$ cat config.mk
export PLATFORM = sky130hd
export DESIGN_NAME = shift_add_multiplier
export DESIGN_NICKNAME = d
export VERILOG_FILES = /design/src/rtl/shift_add_multiplier.sv
export SDC_FILE = /design/constraint.sdc
export NUM_CORES = 1
export LEC_CHECK = 0
export CORE_UTILIZATION = 50
export CTS_CLUSTER_DIAMETER = 80
export DETAILED_ROUTE_END_ITERATION = 10
export GPL_TIMING_DRIVEN = 1
export PLACE_DENSITY = 0.8
export SYNTH_ARGS = -nofsm -noshare
export SYNTH_HDL_FRONTEND = slang
export SYNTH_SLANG_ARGS = --single-unit
$ cat constraint.sdc
create_clock -name slowClk -period 1.71 [get_ports slowClk]
set_clock_uncertainty 0.05 [all_clocks]
set_input_delay 0.2565 -clock slowClk [delete_from_list [all_inputs] [get_ports slowClk]]
set_output_delay 0.2565 -clock slowClk [all_outputs]
set_load 0.01 [all_outputs]
$ cat src/rtl/shift_add_multiplier.sv
`default_nettype none
// ============================================================================
// Module      : shift_add_multiplier
// Description : Iterative shift-and-add unsigned multiplier, slowClk domain.
//               One operand pair is accepted per start request, and one
//               multiplier bit is retired per cycle. The product is held
//               stable and announced by a one-cycle done pulse so that the
//               downstream result register can capture it directly.
//
// Ports       : slowClk      - block clock, all state updates on posedge
//               reset        - synchronous, active-high reset
//               start        - multiplication request (sampled when idle)
//               multiplicand - unsigned operand A (OPERAND_WIDTH bits)
//               multiplier   - unsigned operand B (OPERAND_WIDTH bits)
//               busy         - high while iterating (RUN state)
//               done         - one-cycle pulse, product just updated
//               product      - A*B (PRODUCT_WIDTH bits), held until next result
//
// Options     : SHIFT_ADD_MULT_EARLY_TERM_EN - when defined, RUN ends as soon
//               as no set multiplier bits remain (minimum one iteration).
//
// Revision    : 1.0 - initial release
// ============================================================================
module shift_add_multiplier #(
  parameter int OPERAND_WIDTH = 2,
  parameter int PRODUCT_WIDTH = 2 * OPERAND_WIDTH
) (
  input  logic                     slowClk,
  input  logic                     reset,
  input  logic                     start,
  input  logic [OPERAND_WIDTH-1:0] multiplicand,
  input  logic [OPERAND_WIDTH-1:0] multiplier,
  output logic                     busy,
  output logic                     done,
  output logic [PRODUCT_WIDTH-1:0] product
);

  localparam int CNT_WIDTH = (OPERAND_WIDTH > 1) ? $clog2(OPERAND_WIDTH) : 1;
  localparam logic [CNT_WIDTH-1:0] C_LAST_CNT = CNT_WIDTH'(OPERAND_WIDTH - 1);

  typedef enum logic [1:0] {
    S_IDLE = 2'd0,
    S_RUN  = 2'd1,
    S_DONE = 2'd2
  } state_t;

  state_t                   r_state;
  state_t                   w_next_state;

  logic [PRODUCT_WIDTH-1:0] r_mcand;
  logic [PRODUCT_WIDTH-1:0] r_acc;
  logic [PRODUCT_WIDTH-1:0] r_product;
  logic [OPERAND_WIDTH-1:0] r_mplier;
  logic [CNT_WIDTH-1:0]     r_cnt;
  logic                     r_done;

  logic [PRODUCT_WIDTH-1:0] w_addend;
  logic [PRODUCT_WIDTH-1:0] w_sum;
  logic                     w_last;
  logic                     w_accept;

  // Partial product for the current multiplier bit and the running sum.
  // The accumulator is wide enough for the full product, so it never wraps.
  assign w_addend = r_mplier[0] ? r_mcand : '0;
  assign w_sum    = r_acc + w_addend;

`ifdef SHIFT_ADD_MULT_EARLY_TERM_EN
  // Stop as soon as the bits still to be shifted in are all zero: further
  // iterations would only add zero.
  assign w_last = (r_cnt == C_LAST_CNT) || ((r_mplier >> 1) == '0);
`else
  assign w_last = (r_cnt == C_LAST_CNT);
`endif

  // The edge that leaves DONE samples start just as IDLE would, so a request
  // held high is taken on that edge and back-to-back operations complete
  // every OPERAND_WIDTH+1 cycles. Requests seen during RUN are dropped.
  assign w_accept = start && ((r_state == S_IDLE) || (r_state == S_DONE));

  // State register
  always_ff @(posedge slowClk) begin
    if (reset) begin
      r_state <= S_IDLE;
    end else begin
      r_state <= w_next_state;
    end
  end

  // Next-state logic
  always_comb begin
    w_next_state = r_state;
    case (r_state)
      S_IDLE:  if (start) w_next_state = S_RUN;
      S_RUN:   if (w_last) w_next_state = S_DONE;
      S_DONE:  w_next_state = start ? S_RUN : S_IDLE;
      default: w_next_state = S_IDLE;
    endcase
  end

  // Datapath
  always_ff @(posedge slowClk) begin
    if (reset) begin
      r_mcand   <= '0;
      r_acc     <= '0;
      r_mplier  <= '0;
      r_cnt     <= '0;
      r_product <= '0;
      r_done    <= 1'b0;
    end else begin
      r_done <= 1'b0;
      if (w_accept) begin
        r_mcand  <= {{(PRODUCT_WIDTH - OPERAND_WIDTH){1'b0}}, multiplicand};
        r_mplier <= multiplier;
        r_acc    <= '0;
        r_cnt    <= '0;
      end else if (r_state == S_RUN) begin
        r_acc    <= w_sum;
        r_mcand  <= r_mcand << 1;
        r_mplier <= r_mplier >> 1;
        r_cnt    <= r_cnt + 1'b1;
        if (w_last) begin
          // Take the sum directly so the product appears with the final add.
          r_product <= w_sum;
          r_done    <= 1'b1;
        end
      end
    end
  end

  assign busy    = (r_state == S_RUN);
  assign done    = r_done;
  assign product = r_product;

endmodule
`default_nettype wire

==> metrics.md <==
| Metric | Value |
|---|---|
| Slowest CP cell | dfxtp_4 |
| Setup CP Type | register to register |
| Crit path launch | r_mplier[0] |
| Port buffer count | 12 |
| Global Route Usage Sum | 0.199 |
| Number of hold buffers added after cts | 0 |
| Largest net degree at the start of global routing | 15 |
| RD Place Congestion | 0.780 |
| Initial antenna violation count | 0 |
| Post-CTS setup buffers | 0 |
| DRC viols | 0 |
| Reg2reg setup slack | 80 ps |
| Max-Cap Viols | 0 |
| FF-to-FF Start | r_mplier[0] |
| Setup TNS | 0 ps |
| CP Cell Sequence | and2_2, ha_1, inv_1, fa_2, xnor2_2, mux2i_1, nor2_1 |
| Register area | 364 µm² |
| Clock latency on the worst-skew pair | 290 ps |
| PnR worst setup slack | 75.4 ps |
| CP Data Required Time | 1850 ps |
| Peak Freq | 0.612 GHz |
| Leakage | 0.417 nW |
| Crit path max-delay family | adder cells |
| Share of layout cells above drive strength 1 | 0.147 |
| Fillcell total | 133 |
| Syn Std Cell Area | 826 µm² |
| Dpl ws | 66.8 ps |
| Post-Synthesis Cells | 81 |
| Die X | 42.6 µm |
| Number of synthesized register bits | 18 |
| Crit path largest cell delay | 380 ps |
| Worst setup path end | r_acc[2] |
| Vias | 604 |
| Buffers & Inverters on Critical Path | 1 |
| Worst path depth | 7 |
| Final hold slack | 457 ps |
| Final setup viols | 0 |
| Unrepaired setup endpoints after global routing | true |
| Max IR drop VDD | 0.470 mV |
| Die Area | 1820 µm² |
| Top Ports | 13 |
| Syn_area_per_cell | 10.2 µm² |
| Maximum fanout along the worst path | 6 |
| Worst slew margin | 0.810 |
| Rows | 14 |
| Resized Gates After CTS | 0 |
| Worst Setup End Kind | register |
| Die height | 42.6 µm |
| Worst Max-Slew Pin Slew | 286 ps |
| P per Cell Area | 826 nW/µm² |
| Max clock buf depth | 2 |
| P&R area growth vs syn | 20.5% |
| Crit path time final | 1630 ps |
| DR vias/cell | 5.44 |
| Number of detailed-route iterations in the first pass | 4 |
| NumNets Final | 107 |
| Final ANT Viol Nets | 0 |
| Total gr overflow | 0 |
| CTS tree | yes |
| Iteration-0 DRC Markers | 3 |
| Net Count, Synth | 92 |
| Post-Route WL | 1520 µm |
| Ant diodes | 0 |
| Fin crit share | 0.956 |
| Wirelength per Cell | 13.7 µm |
| Area of the multi-input gates | 414 µm² |
| Vias in the first global route | 560 |
| Worst r2r path cells | 7 |
| R2r endpoint | r_acc[2] |
| Placeable Area | 1520 µm² |
| Initial Util | 0.542 |
| Worst path arrival time | 1770 ps |
| Hold Crit Class | register to register |
| Seq/Total Area, Yosys | 0.436 |
| First-pass GRT wire length | 2620 µm |
| Clk sinks | 18 |
| Startpoint Class | register |
| Worst-path clk slew | 100 ps |
| Status | finished clean |
| Post-DP HPWL | 1080 µm |
| Root buffer cell | clkbuf_4 |
| Yosys cell types | 26 |
| Slew Limit Fails | 0 |
| Num CTS Buffers | 3 |
| H-tree depth | 1 |
| Final Hold Viols | 0 |
| Synth Warn # | 0 |
-- report_power, final --
part	total [mW]	switching (mW)	internal (mW)
registers	0.449	0.0131	0.436
logic	0.110	0.0524	0.0577
clock network	0.262	0.132	0.130
total	0.821	0.198	0.624
-- worst min-delay path, cell delays in order (launching register included) --
cell and delay (ps):
dfxtp_1 320, nor2_1 100, a211oi_1 50
-- logic make-up after synthesis --
kind of cell,after synthesis,share of synthesized area
xor+xnor,2,0.0212
buf+inv,9,0.0742
flops,18,0.436
fa+ha+maj,4,0.0697
mux,10,0.121
simple gates,25,0.164
compound gates,13,0.114
-- state kept, by name, summed over array words and instances, names as in the netlist --
signal / count
r_state: 2
r_mcand: 4
product: 4
done: 1
r_acc: 4
r_cnt: 1
r_mplier: 2
-- Yosys cell counts, drive strengths merged --
cell type   n  share of area
nand2b      2          0.015
clkbuf      1         0.0061
a31oi       2          0.015
nor2b       1          0.017
a211o       1          0.011
and3b       2          0.021
o21ai       1         0.0061
xnor2       2          0.021
o211ai      2          0.018
ha          3          0.045
nand3       1         0.0061
a211oi      4          0.042
a21boi      1         0.0091
mux2i      10           0.12
fa          1          0.024
inv         4          0.018
and2        4          0.033
buf         4          0.050
nor3        2          0.012
dfxtp      18           0.44
a21oi       2          0.012
nor2       11          0.050
nand2       2         0.0091
-- placed cells by master (no fill, tap or decap), drive strengths merged, types with 3 or more instances in the layout --
| master | synthesis | routed |
|---|---|---|
| clkdlybuf4s50 | 0 | 11 |
| dfxtp | 18 | 18 |
| nor2 | 11 | 11 |
| a211oi | 4 | 4 |
| buf | 4 | 3 |
| and2 | 4 | 4 |
| inv | 4 | 4 |
| clkbuf | 1 | 4 |
| ha | 3 | 3 |
| mux2i | 10 | 10 |
-- routing by layer --
| metal | global-route usage | routed length (µm) | vias up |
|---|---|---|---|
| met5 | 0 | 0 | - |
| met4 | 0.0938 | 26 | 0 |
| met3 | 0.0517 | 63 | 4 |
| met2 | 0.306 | 703 | 14 |
| met1 | 0.257 | 722 | 280 |
| li1 | - | - | 306 |
-- stage by stage --
step / util / instances / instance area, µm² / total power [mW]
6_report: 0.653 / 111 / 995 / 0.821
5_1_grt: 0.653 / 111 / 995 / 0.869
4_1_cts: 0.642 / 111 / 978 / 0.830
3_5_place_dp: 0.618 / 107 / 942 / 0.569
3_3_place_gp: 0.618 / 107 / 942 / 0.566
2_1_floorplan: - / 81 / 826 / 0.537
-- worst min-delay path by stage --
stage	cells after the start	slack, ps	startpoint	to
6_report	2	460	product[1]	product[1]
3_5_place_dp	2	450	product[1]	product[1]
3_3_place_gp	2	430	product[2]	product[2]
4_1_cts	2	460	product[1]	product[1]
2_1_floorplan	2	390	multiplicand[1]	r_mcand[1]
5_1_grt	2	480	product[1]	product[1]
-- cell type report --
class / count / share of cell area
inverter: 4 / 0.0151
sequential: 18 / 0.366
clock buffer: 4 / 0.0365
timing repair buffer: 15 / 0.146
multi-input combinational: 54 / 0.416
tap: 16 / 0.0201
Power figures use the tool's default switching activity.
